**config.mk**
```make
export PLATFORM = sky130hd
export DESIGN_NAME = ahb2apb_bridge_p
export DESIGN_NICKNAME = d
export VERILOG_FILES = /design/src/rtl/ahb2apb_bridge_p.sv
export SDC_FILE = /design/constraint.sdc
export NUM_CORES = 1
export LEC_CHECK = 0
export ABC_AREA = 1
export ABC_CLOCK_PERIOD_IN_PS = 4800
export CAP_MARGIN = 15
export CORE_ASPECT_RATIO = 1.25
export CORE_MARGIN = 2
export CORE_UTILIZATION = 40
export CTS_CLUSTER_SIZE = 16
export DETAILED_ROUTE_END_ITERATION = 6
export HOLD_SLACK_MARGIN = 0.08
export PLACE_DENSITY = 0.8
export SETUP_SLACK_MARGIN = 0.5
export SYNTH_ARGS = -nofsm -noshare
export SYNTH_HDL_FRONTEND = slang
export SYNTH_SLANG_ARGS = --single-unit
```
**constraint.sdc**
```tcl
create_clock -name HCLK -period 4.8 [get_ports HCLK]
set_input_delay 0.96 -clock HCLK [delete_from_list [all_inputs] [get_ports HCLK]]
set_output_delay 0.96 -clock HCLK [all_outputs]
set_load 0.02 [all_outputs]
```
**src/rtl/ahb2apb_bridge_p.sv**
```systemverilog
// rtl/ahb2apb_bridge_p.sv - parametrised AHB-Lite to APB bridge with wait states, slave errors, strobes and timeout
module ahb2apb_bridge_p #(
    parameter int ADDR_W  = 32,
    parameter int DATA_W  = 32,
    parameter int NUM_SLV = 4,
    parameter int SEL_W   = 2,
    parameter int SEL_LSB = 12,
    parameter int TIMEOUT = 0
) (
    input  logic                HCLK,
    input  logic                HRESET,
    input  logic [ADDR_W-1:0]   HADDR,
    input  logic [1:0]          HTRANS,
    input  logic                HWRITE,
    input  logic [2:0]          HSIZE,
    input  logic [DATA_W-1:0]   HWDATA,
    input  logic                HREADYin,
    output logic                HREADYout,
    output logic [1:0]          HRESP,
    output logic [DATA_W-1:0]   HRDATA,
    output logic [ADDR_W-1:0]   PADDR,
    output logic [DATA_W-1:0]   PWDATA,
    output logic [DATA_W/8-1:0] PSTRB,
    output logic                PWRITE,
    output logic [NUM_SLV-1:0]  PSEL,
    output logic                PENABLE,
    input  logic [DATA_W-1:0]   PRDATA,
    input  logic                PREADY,
    input  logic                PSLVERR
);
    localparam int STRB_W   = DATA_W / 8;
    localparam int MAX_SIZE = $clog2(STRB_W);
    localparam int CNT_W    = (TIMEOUT > 1) ? $clog2(TIMEOUT + 1) : 1;

    typedef enum logic [2:0] {
        S_IDLE, S_WDATA, S_SETUP, S_ACCESS, S_DONE, S_ERR1, S_ERR2
    } state_t;

    state_t            state, state_nxt;
    logic [SEL_W-1:0]  sel_idx;
    logic [CNT_W-1:0]  tmo_cnt;
    logic [SEL_W-1:0]  req_idx;
    logic [7:0]        addr_lo;
    logic [7:0]        align_mask;
    logic [STRB_W-1:0] lanes;
    logic              accept;
    logic              illegal;
    logic              timed_out;

    assign req_idx    = HADDR[SEL_LSB +: SEL_W];
    assign addr_lo    = HADDR[7:0];
    assign align_mask = (8'd1 << HSIZE) - 8'd1;
    // Lane mask of 2^HSIZE bytes shifted to the byte offset within the data bus.
    assign lanes      = STRB_W'(((16'd1 << (16'd1 << HSIZE)) - 16'd1) << (addr_lo & 8'(STRB_W - 1)));

    assign accept  = (state == S_IDLE || state == S_DONE || state == S_ERR2) && HREADYin && HTRANS[1];
    assign illegal = ({1'b0, req_idx} >= (SEL_W+1)'(NUM_SLV))
                   || (int'(HSIZE) > MAX_SIZE)
                   || (|(addr_lo & align_mask));
    // PREADY in the expiring cycle still completes the transfer normally.
    assign timed_out = (TIMEOUT > 0) && !PREADY && (tmo_cnt == CNT_W'(TIMEOUT - 1));

    always_comb begin
        state_nxt = state;
        case (state)
            S_IDLE, S_DONE, S_ERR2: begin
                if (accept)
                    state_nxt = illegal ? S_ERR1 : (HWRITE ? S_WDATA : S_SETUP);
                else
                    state_nxt = S_IDLE;
            end
            S_WDATA:  state_nxt = S_SETUP;
            S_SETUP:  state_nxt = S_ACCESS;
            S_ACCESS: begin
                if (PREADY)
                    state_nxt = PSLVERR ? S_ERR1 : S_DONE;
                else if (timed_out)
                    state_nxt = S_ERR1;
            end
            S_ERR1:   state_nxt = S_ERR2;
            default:  state_nxt = S_IDLE;
        endcase
    end

    always_comb begin
        HREADYout = (state == S_IDLE) || (state == S_DONE) || (state == S_ERR2);
        HRESP     = (state == S_ERR1 || state == S_ERR2) ? 2'b01 : 2'b00;
        PENABLE   = (state == S_ACCESS);
        PSEL      = '0;
        for (int i = 0; i < NUM_SLV; i++)
            PSEL[i] = (state == S_SETUP || state == S_ACCESS) && (sel_idx == SEL_W'(i));
    end

    always_ff @(posedge HCLK or posedge HRESET) begin
        if (HRESET) begin
            state   <= S_IDLE;
            sel_idx <= '0;
            tmo_cnt <= '0;
            PADDR   <= '0;
            PWDATA  <= '0;
            PSTRB   <= '0;
            PWRITE  <= 1'b0;
            HRDATA  <= '0;
        end else begin
            state <= state_nxt;
            if (accept && !illegal) begin
                PADDR   <= HADDR;
                PWRITE  <= HWRITE;
                PSTRB   <= HWRITE ? lanes : '0;
                sel_idx <= req_idx;
            end
            if (state == S_WDATA)
                PWDATA <= HWDATA;
            if (state == S_SETUP)
                tmo_cnt <= '0;
            else if (state == S_ACCESS && !PREADY)
                tmo_cnt <= tmo_cnt + 1'b1;
            if (state == S_ACCESS && PREADY && !PSLVERR && !PWRITE)
                HRDATA <= PRDATA;
        end
    end
endmodule

```
==> summary.txt <==
Floorplanning
  – Top Ports: between 200 and 250
  – # rows: 42
  – Initial Utilization: 0.408
  – Die area: around 12,000 um^2
  – Die Y: around 120 um
  – Chip Width: 96.6 um
  – Core footprint: between 10,000 and 15,000 um^2

GRT
  – Largest net degree at the start of global routing: 88
  – Antenna violations before repair: 0
  – First-pass GRT wire length: 17,900 um
  – Total Routing Usage GR: 0.194
  – Grt ovf: 0
  – Vias in the first global route: ~3,600

Pwr
  – Sequential power share: 0.348
  – Cell leakage power: 3.11 nW
  – Switch share: 0.346
  – Worst IR Drop VDD: 0.203 mV
  – Switch Pwr: roughly 1.4 mW
  – Internal: 2.69 mW
  – Power share of the clock group: 0.179
  – Pwr per Cell Area: roughly 600 nW/um^2
  – Comb pwr share: 0.473

Logic synthesis
  – Most area-consuming cells after synthesis: dfrtp_1, mux2_2, nand2_1
  – Yosys reg bits: ~100
  – Ys Warns: 0
  – Cell count after synthesis: about 380
  – Synth Cell Area: 4290 um^2
  – Synthesized area per cell: between 10 and 15 um^2
  – Post-synth cell types: 21
  – Area leader, netlist: dfrtp_1
  – Syn Nets: about 490
  – Top cell type's share of synthesized area: 0.607
  – Seq/Total Area, Yosys: 0.607

Route
  – Initial DRC Count: about 120
  – DRC: 0
  – WL per Instance: between 15 and 20 um
  – Antenna viol nets, final: 0
  – DRT Pass-1 Iters: 4
  – Routed Wire Length: between 10,000 and 15,000 um
  – Total number of vias: ~3,600
  – Via density: around 4.9

Clocking
  – Clk_lat worst skew: ~0.34 ns
  – Sink Count: ~100
  – CTS tree: yes
  – Post-cts sizing count: 0
  – CTS Buf Count: 9
  – Clock tree buffer depth: 2
  – CTS H-tree lvls: 3
  – Post-CTS Hold Buffers: 0
  – Root Driver: clkbuf_16
  – Post-CTS setup buffers: 0
  – Clock transition at the registers of the reported paths: about 0.06 ns

Flow run
  – Number of max-cap violations: 0

Final layout
  – Most frequent cells in the layout: clkdlybuf4s50_1, dfrtp_1, nand2_1, mux2_2, nand3_1
  – Layout Nets: 700
  – Fin cells: slightly above 700
  – Layout overhead on the synthesized area: 59.3%
  – Share of cells above drive strength 1: 0.134
  – Inserted Diodes: 0
  – Design Area, Final: slightly below 7000 um^2
  – Fillcell total: 824
  – Commonest non-fill, non-tap cell in the layout: clkdlybuf4s50_1

STA
  – Final setup TNS: 0 ns
  – Worst slew margin: 0.443
  – Slew @ Worst Pin: between 0.8 and 0.9 ns
  – Final worst path period share: 0.595
  – RSZ-0062 raised after global routing: false
  – Final Critical Period: ~2.9 ns
  – Max Clk Rate: about 350 MHz
  – Hold Violations, Final: 0
  – Final Max Tran Viols: 0
  – Worst setup margin: between 1.5 and 2 ns
  – Setup Skew: between 0.005 and 0.006 ns
  – Final setup viols: 0

Place
  – Port Buf Inserts: approximately 210
  – Post-DP HPWL: ~8600 um
  – Dpl ws: about 1.6 ns
  – Placed Area: between 6000 and 7000 um^2
  – Dpl cells: 712
  – Gpl congestion: about 0.93

Setup path
  – Crit path required time: 5.02 ns
  – Worst setup SP type: primary input
  – WP data arrival: roughly 3.1 ns
  – Max FO, Critical Path: 37
  – RR Startpoint: state[1]
  – Crit end category: flip-flop
  – Critical path origin: HSIZE[0]
  – WS Path Type: in -> reg
  – FF-to-FF setup slack: between 2 and 3 ns

Hold path
  – Hold Crit Class: reg -> reg
  – Hold Startpoint: PADDR[31]

Run status
  – Outcome: finished clean
## synth_stat cells (all sizes together)
library cell  count
conb              1
buf              17
a21oi             6
nand2            91
nand4             1
mux2             64
o21ai             3
nor3              5
ha                1
nand3            47
dfrtp           104
inv              22
nor2             19
## power by group through the flow
| stage | clock, mW | sequential [mW] | combinational (mW) |
|---|---|---|---|
| after detailed placement | 0 | 1.45 | 1.96 |
| after global routing | 0.787 | 1.47 | 2.05 |
| after CTS | 0.754 | 1.43 | 1.96 |
| final | 0.736 | 1.43 | 1.95 |
| after floorplan | 0 | 1.86 | 0.562 |
| after global placement | 0 | 1.42 | 1.92 |
## critical path, cell delays in order
cell             delay, ns
clkdlybuf4s50_1       0.48
inv_1                 0.17
nand3_1               0.09
ha_1                  0.30
nor2_1                0.05
nor2_1                0.09
nand2_1               0.05
nor2_1                0.22
nand3_4               0.40
nand2_1               0.18
nand2_1               0.08
## layout make-up
type	count	area, um^2	share of cell area
multi-input combinational	238	1500	0.219
clock inverter	2	38.8	0.00567
sequential	104	2600	0.381
clock buffer	12	267	0.0390
timing repair buffer	217	2180	0.319
tap	132	165	0.0242
inverter	22	85.1	0.0124
## layer usage
| layer | GRT usage | share of wire | vias up |
|---|---|---|---|
| met2 | 0.357 | 0.53 | 162 |
| met5 | 0 | 0 | - |
| met4 | 0.0819 | 0.026 | 0 |
| li1 | - | - | 1674 |
| met3 | 0.0483 | 0.061 | 23 |
| met1 | 0.211 | 0.38 | 1700 |
## flip-flops by register name, summed over array words and instances (netlist names)
name     cells
PSTRB        4
PADDR       31
state        3
HRDATA      32
sel_idx      1
PWDATA      32
PWRITE       1
## worst paths after layout
kind,to,cells after the start
max in group asynchronous,PADDR[0],3
max,PADDR[22],11
min in group asynchronous,PWDATA[26],2
max reg2reg,HRDATA[18],4
min reg2reg,PADDR[31],2
min,PADDR[31],2
## stage by stage
stage                     power (mW)   util  hold slack (ns)
after floorplan                 2.42      -            0.584
after global placement          3.33  0.619            0.463
after detailed placement        3.41  0.619            0.469
after CTS                       4.15  0.648            0.487
after global routing            4.31  0.650            0.500
final                           4.11  0.650            0.482
## cells by family after synthesis
logic type / Yosys count / synth area share
buffers and inverters: 39 / 0.0446
muxes: 64 / 0.168
DFF: 104 / 0.607
other: 1 / 0.000874
adders and majority gates: 1 / 0.00292
and+or+nand+nor: 163 / 0.167
AOI/OAI and AO/OA: 9 / 0.0105
Power figures use the tool's default switching activity.
